$ cat src/rtl/pipe_stage_skid.sv
// Generic valid/ready pipeline stage register with a 2-entry skid buffer.
// Optional perf counters enabled by defining PIPE_STAGE_SKID_PERF_EN.
module pipe_stage_skid #(
  parameter int unsigned          DATA_W   = 64,
  parameter logic [DATA_W-1:0]    RST_DATA = {DATA_W{1'b0}},
  parameter int unsigned          CNT_W    = 32
) (
  input  logic              clk,
  input  logic              rst,
  input  logic              flush,
  input  logic              in_valid,
  input  logic [DATA_W-1:0] in_data,
  output logic              in_ready,
  output logic              out_valid,
  output logic [DATA_W-1:0] out_data,
  input  logic              out_ready
`ifdef PIPE_STAGE_SKID_PERF_EN
  ,
  output logic [CNT_W-1:0]  stall_cnt,
  output logic [CNT_W-1:0]  flush_cnt
`endif
);

  logic              r_out_valid;
  logic [DATA_W-1:0] r_out_data;
  logic              r_skid_valid;
  logic [DATA_W-1:0] r_skid_data;

  logic w_in_ready;
  logic w_in_fire;

  assign w_in_ready = !r_skid_valid;
  assign w_in_fire  = in_valid && w_in_ready;

  assign in_ready  = w_in_ready;
  assign out_valid = r_out_valid;
  assign out_data  = r_out_data;

  // skid occupancy wins, then empty main, then drain, then overflow into skid
  always_ff @(posedge clk or posedge rst) begin
    if (rst) begin
      r_out_valid  <= 1'b0;
      r_out_data   <= RST_DATA;
      r_skid_valid <= 1'b0;
      r_skid_data  <= RST_DATA;
    end else if (flush) begin
      r_out_valid  <= 1'b0;
      r_out_data   <= RST_DATA;
      r_skid_valid <= 1'b0;
      r_skid_data  <= RST_DATA;
    end else if (r_skid_valid) begin
      if (out_ready) begin
        r_out_data   <= r_skid_data;
        r_skid_valid <= 1'b0;
      end
    end else if (!r_out_valid) begin
      if (w_in_fire) begin
        r_out_data  <= in_data;
        r_out_valid <= 1'b1;
      end
    end else if (out_ready) begin
      if (w_in_fire) begin
        r_out_data <= in_data;
      end else begin
        r_out_valid <= 1'b0;
      end
    end else if (w_in_fire) begin
      r_skid_data  <= in_data;
      r_skid_valid <= 1'b1;
    end
  end

`ifdef PIPE_STAGE_SKID_PERF_EN
  logic [CNT_W-1:0] r_stall_cnt;
  logic [CNT_W-1:0] r_flush_cnt;
  logic             w_stall;

  assign w_stall   = r_out_valid && !out_ready && !flush;
  assign stall_cnt = r_stall_cnt;
  assign flush_cnt = r_flush_cnt;

  always_ff @(posedge clk or posedge rst) begin
    if (rst) begin
      r_stall_cnt <= '0;
      r_flush_cnt <= '0;
    end else begin
      if (w_stall && (r_stall_cnt != '1))
        r_stall_cnt <= r_stall_cnt + 1'b1;
      if (flush && (r_flush_cnt != '1))
        r_flush_cnt <= r_flush_cnt + 1'b1;
    end
  end
`endif

endmodule

$ cat config.mk
export PLATFORM = sky130hd
export DESIGN_NAME = pipe_stage_skid
export DESIGN_NICKNAME = d
export VERILOG_FILES = /design/src/rtl/pipe_stage_skid.sv
export SDC_FILE = /design/constraint.sdc
export NUM_CORES = 1
export LEC_CHECK = 0
export ABC_AREA = 1
export CORE_ASPECT_RATIO = 0.9
export CORE_MARGIN = 1.5
export CORE_UTILIZATION = 45
export CTS_CLUSTER_DIAMETER = 150
export DETAILED_ROUTE_END_ITERATION = 8
export GPL_ROUTABILITY_DRIVEN = 0
export PLACE_DENSITY = 0.73
export SLEW_MARGIN = 20
export SYNTH_ARGS = -nofsm -noshare
export SYNTH_HDL_FRONTEND = slang
export SYNTH_SLANG_ARGS = --single-unit
$ cat constraint.sdc
create_clock -name clk -period 4.8 [get_ports clk]
set_input_delay 0.48 -clock clk [delete_from_list [all_inputs] [get_ports clk]]
set_output_delay 0.48 -clock clk [all_outputs]
set_load 0.005 [all_outputs]
==> results of run 1 <==
-- state kept, by name, summed over array words and instances, names as in the netlist --
| register | flops |
|---|---|
| r_skid_data | 64 |
| out_data | 64 |
| out_valid | 1 |
| r_skid_valid | 1 |
-- path summary, 6_finish.rpt --
path,startpoint,endpoint,slack (ps),depth (start not counted)
max in group asynchronous,rst,r_skid_data[0],3160,3
hold reg to reg,out_data[35],out_data[35],470,2
hold / removal,out_data[35],out_data[35],470,2
min in group asynchronous,rst,out_data[61],610,2
setup / recovery,flush,out_data[27],2030,7
setup reg to reg,r_skid_valid,out_data[27],2400,6
-- synthesized netlist by cell type (all sizes together) --
master	instances	share of area, %
a21oi	1	0.081
buf	49	4.3
clkbuf	12	0.73
dfrtp	130	53
inv	69	4.2
nand2	263	16
nand3	195	16
nor2	4	0.24
o21ai	65	5.3
-- worst reg2reg max path, delay by kind of cell, from the launching register on --
family / cells / cell delay, ps
flip-flops: 1 / 640
buffers and inverters: 1 / 450
AND/OR/NAND/NOR: 5 / 1240
-- metal layers --
layer / up-vias / wire [um] / global-route usage (%)
met5: - / 0 / 0
met3: 19 / 1100 / 4.92
li1: 2721 / - / -
met2: 195 / 7340 / 35.7
met1: 2535 / 7560 / 34.4
met4: 0 / 222 / 8.20
-- layout make-up --
cell class | instances | area (um^2) | area share (%)
multi-input combinational | 528 | 2330 | 29.0
clock buffer | 25 | 505 | 6.28
tap | 168 | 210 | 2.61
inverter | 69 | 265 | 3.29
timing repair buffer | 143 | 1410 | 17.5
sequential | 130 | 3250 | 40.4
clock inverter | 5 | 75.1 | 0.932
-- stage by stage --
step	power, W	std cells	instance area, um^2
6_report	0.00288	1068	8050
3_5_place_dp	0.00162	1038	7470
3_3_place_gp	0.00161	1038	7470
5_1_grt	0.00300	1068	8050
2_1_floorplan	0.00140	788	6140
4_1_cts	0.00290	1068	8050
-- power groups by stage --
stage,clock network [W],registers (W),logic [W]
6_report,0.00128,0.00121,0.000389
5_1_grt,0.00135,0.00122,0.000433
4_1_cts,0.00130,0.00121,0.000393
3_5_place_dp,0,0.00123,0.000391
3_3_place_gp,0,0.00123,0.000388
2_1_floorplan,0,0.00122,0.000175
-- cells by family (layout without fill, tap and decap cells) --
logic type / Yosys count / in the layout
buffers and inverters: 130 / 242
AND/OR/NAND/NOR: 462 / 462
flip-flops: 130 / 130
AO/OA/AOI/OAI: 66 / 66
==> results.md, run 1 <==
• result of the run: finished, violations left
• violated checks: DRC
• required time worst endpoint: 5090 ps
• Worst Path Arrival: 3070 ps
• adder-cell area share of the yosys netlist: 0%
• die height: 114 um
• number of top-level design ports: 135
• post-route worst setup slack: 2030 ps
• detailed-route DRC error count: 8
• Post-Synthesis Mean Instance Area: 7.79 um^2
• clock transition at the registers of the reported paths: 60 ps
• via density per instance: 5.12
• Total Routing Usage GR: 23.7%
• Leakage Power: 4.18 nW
• 1st-iter DRT viols: 661
• cell-by-cell listing of the critical path: clkdlybuf4s50_1 -> clkinv_2 -> nand3_2 -> nand2_2 -> buf_4 -> nand2_1 -> nand2_1
• Max-Slew Margin vs Limit: 31.1%
• H-tree level count: 4
• routed via count: 5,470
• fraction of the mapped netlist area in compound gates: 5.38%
• number of failing hold endpoints at the final stage: 0
• gate family responsible for the most delay along the worst path: buffers and inverters
• first drt pass iteration count: 7
• Area Growth Syn to Fin: 31.2%
• CP Max Fanout: 61
• synthesis-stage register bit count: 130
• XOR/XNOR Fraction of Synth Area: 0%
• clock sink count: 130
• combinational family with the most area after synthesis: simple AND/OR/NAND/NOR gates
• total number of placement rows: 40
• total of max-cap violations: 0
• commonest cells after routing, fill and taps aside: 260 x sky130_fd_sc_hd__nand2_1, 193 x sky130_fd_sc_hd__nand3_1, 134 x sky130_fd_sc_hd__clkdlybuf4s50_1, 129 x sky130_fd_sc_hd__dfrtp_1, 66 x sky130_fd_sc_hd__inv_1
• multiplexer share of the synthesized area: 0%
• number of global-route vias before repair: 5,339
• final-layout setup total negative slack: 0 ps
• synthesized netlist net count: 857
• Hold Worst Slack: 469 ps
• stage delay of the slowest cell on the critical path: 640 ps
• transition time of the tightest slew-check pin: 1030 ps
• critical path startpoint category: input pin
• fraction of power consumed by sequential logic: 41.9%
• Skew-Pair Late Insertion Delay: 410 ps
• number of fillers in the final layout: 1,156
• antenna viol nets, final: 0
• share of the clock period used by the worst path after layout: 57.8%
• root buffer cell: sky130_fd_sc_hd__clkbuf_16
• maximum number of pins on one net before global-route repair: 101
• final setup violation count: 0
• die footprint: 14,300 um^2
• global-route wire length before repair: 27,200 um
• total of warnings raised by yosys: 0
• critical path class: input pin to register
• power density normalized to cell area: 358 nW/um^2
• post-DR wirelength/cell: 15.2 um
• Detailed Place HPWL: 9540 um
• clock tree buffer depth: 2
• post-synthesis sequential area ratio: 53.0%
• layout cells sized above 1: 5.11%
• most common library cell in the layout ignoring fill and taps: sky130_fd_sc_hd__nand2_1
• worst voltage drop across the vdd grid: 0.222 mV
• endpoint kind of the worst setup timing path: register
• Num CTS Buffers: 17
• overall die width: 126 um
• Final Slew Violations: 0
• fraction of power spent switching nets: 24.4%
• Pint: 0.00218 W
• post-place setup slack: 1610 ps
• Worst Skew: 7.00 ps
• Comb pwr share: 13.5%
• Net Sw Power: 0.000702 W
• fraction of the mapped netlist area in simple logic gates: 32.4%
• Cells after Synth: 788
• worst path bufs/invs: 3
• Congestion Overflow GR: 0
• count of nets after finishing: 958
• starting density of the core: 46.1%
• unique cell type count in the Yosys netlist: 15
• PortBufs: 134
• total inserted antenna cells: 0
• Hold-fix buffers, CTS: 0
• final period demand of the worst path: 2770 ps
• class of the most critical hold timing path: register to register
• Core Box Area: 13,300 um^2
• portion of total power attributed to the clock network: 44.6%
• count of instances resized after the clock tree is built: 0
• Critical-path top delay cell: sky130_fd_sc_hd__clkinv_2
• RSZ-0062 raised after global routing: false
• number of setup buffers added after CTS: 0
• clock tree from TritonCTS: yes
• Layout Utilization: 60.5%
• Mapped Area: 6140 um^2
• total detailed-routing wirelength: 16,200 um
• most used cell, CP: sky130_fd_sc_hd__nand2_1
• initial antenna violation count: 0
• Max Freq: 0.361 GHz
Note: power is estimated with default switching activity, not from simulation.
==> inputs of run 2 (changes only) <==
==> constraint.sdc (replaced) <==
create_clock -name clk -period 2.7 [get_ports clk]
set_input_delay 0.27 -clock clk [delete_from_list [all_inputs] [get_ports clk]]
set_output_delay 0.27 -clock clk [all_outputs]
set_load 0.005 [all_outputs]
==> results.md, run 2 (same netlist as run 1, synthesis figures left out) <==
• clock tree from TritonCTS: yes
• total of max-cap violations: 0
• Congestion Overflow GR: 0
• capture instance of the worst register-to-register path: out_data[9]
• fraction of power consumed by sequential logic: 44.3%
• Core Box Area: 13,300 um^2
• total inserted antenna cells: 0
• fraction of power spent switching nets: 24.9%
• post-route insts no fill: 1,069
• commonest cells after routing, fill and taps aside: 260 x sky130_fd_sc_hd__nand2_1, 193 x sky130_fd_sc_hd__nand3_1, 134 x sky130_fd_sc_hd__clkdlybuf4s50_1, 129 x sky130_fd_sc_hd__dfrtp_1, 66 x sky130_fd_sc_hd__inv_1
• CP Max Fanout: 36
• violated checks: DRC
• endpoint kind of the worst setup timing path: register
• final-layout setup total negative slack: 0 ps
• Total Routing Usage GR: 23.5%
• result of the run: finished, violations left
• # placed instances: 1,040
• initial antenna violation count: 0
• global-route wire length before repair: 26,500 um
• critical path startpoint category: register
• overall die width: 126 um
• layout cells sized above 1: 4.44%
• antenna viol nets, final: 0
• transition time of the tightest slew-check pin: 778 ps
• Area Growth Syn to Fin: 31.2%
• RSZ-0062 raised after global routing: false
• die height: 114 um
• maximum number of pins on one net before global-route repair: 131
• share of the clock period used by the worst path after layout: 66.3%
• most common library cell in the layout ignoring fill and taps: sky130_fd_sc_hd__nand2_1
• Worst Path Arrival: 2140 ps
• first drt pass iteration count: 7
• class of the most critical hold timing path: input pin to async pin
• number of failing hold endpoints at the final stage: 0
• total number of placement rows: 40
• Comb pwr share: 14.8%
• root buffer cell: sky130_fd_sc_hd__clkbuf_16
• critical path class: register to register
• PortBufs: 134
• placement-stage cell area: 7560 um^2
• 1st-iter DRT viols: 554
• worst voltage drop across the vdd grid: 0.430 mV
• post-place setup slack: 581 ps
• worst flop-to-flop path startpoint: r_skid_valid
• Max Freq: 0.559 GHz
• Max-Slew Margin vs Limit: 48.0%
• die footprint: 14,300 um^2
• setup slack of the worst register-to-register path: 910 ps
• Hold-fix buffers, CTS: 0
• final setup violation count: 0
• starting density of the core: 46.1%
• power density normalized to cell area: 600 nW/um^2
• Skew-Pair Late Insertion Delay: 420 ps
• detailed-route DRC error count: 8
• total detailed-routing wirelength: 16,000 um
• Final Slew Violations: 0
• Worst Reg-to-Reg Cells: 6
• Detailed Place HPWL: 9090 um
• final period demand of the worst path: 1790 ps
• Hold Worst Slack: 343 ps
• Num CTS Buffers: 17
• post-DR wirelength/cell: 14.9 um
• count of nets after finishing: 960
• Worst Skew: 4.85 ps
• Net Sw Power: 0.00120 W
• Pint: 0.00363 W
• via density per instance: 5.23
• required time worst endpoint: 3050 ps
• Leakage Power: 4.15 nW
• clock tree buffer depth: 2
• routed via count: 5,592
• Design Area, Final: 8050 um^2
• clock sink count: 130
• number of top-level design ports: 135
• portion of total power attributed to the clock network: 40.8%
• post-route worst setup slack: 910 ps
• clock transition at the registers of the reported paths: 50 ps
• H-tree level count: 4
• count of instances resized after the clock tree is built: 0
• number of global-route vias before repair: 5,087
• number of setup buffers added after CTS: 0
[run 2: area by class of cell]
cell class              instances  area (um^2)
repair buffers                145         1500
well taps                     168          210
fillers                      1187         5260
multi-input cells             528         2330
clock buffers                  29          490
flip-flops and latches        130         3250
inverters                      69          264
[run 2: critical path, cell delays in order (launching register included)]
cell	delay, ps
sky130_fd_sc_hd__dfrtp_2	470
sky130_fd_sc_hd__nor2_4	610
sky130_fd_sc_hd__buf_12	290
sky130_fd_sc_hd__nand2_1	70
sky130_fd_sc_hd__nand2_1	70
sky130_fd_sc_hd__nand3_1	70
sky130_fd_sc_hd__nand2_1	110
[run 2: routing by layer]
layer,global-route usage [%],part of all wire [%],vias up
li1,-,-,2741
met1,32.4,45,2623
met2,36.7,47,214
met3,6.47,6.2,14
met4,6.74,1.0,0
met5,0,0,-
[run 2: per-stage QoR]
step	power, W	utilization [%]
floorplan	0.00248	-
global placement	0.00289	56.8
detailed placement	0.00290	56.8
CTS	0.00488	60.5
global route	0.00506	60.5
finish	0.00483	60.5
[run 2: how the worst max path moves through the flow]
stage,from,endpoint
after floorplan,rst,out_data[0]
after global placement,flush,out_data[6]
after detailed placement,flush,out_data[12]
after CTS,r_skid_valid,out_data[18]
after global routing,r_skid_valid,out_data[22]
final,r_skid_valid,out_data[9]
[run 2: power groups by stage]
stage,registers [W],logic (W),clock network [W]
2_1_floorplan,0.00217,0.000312,0
3_3_place_gp,0.00217,0.000715,0
3_5_place_dp,0.00217,0.000722,0
4_1_cts,0.00214,0.000727,0.00201
5_1_grt,0.00216,0.000791,0.00211
6_report,0.00214,0.000716,0.00197
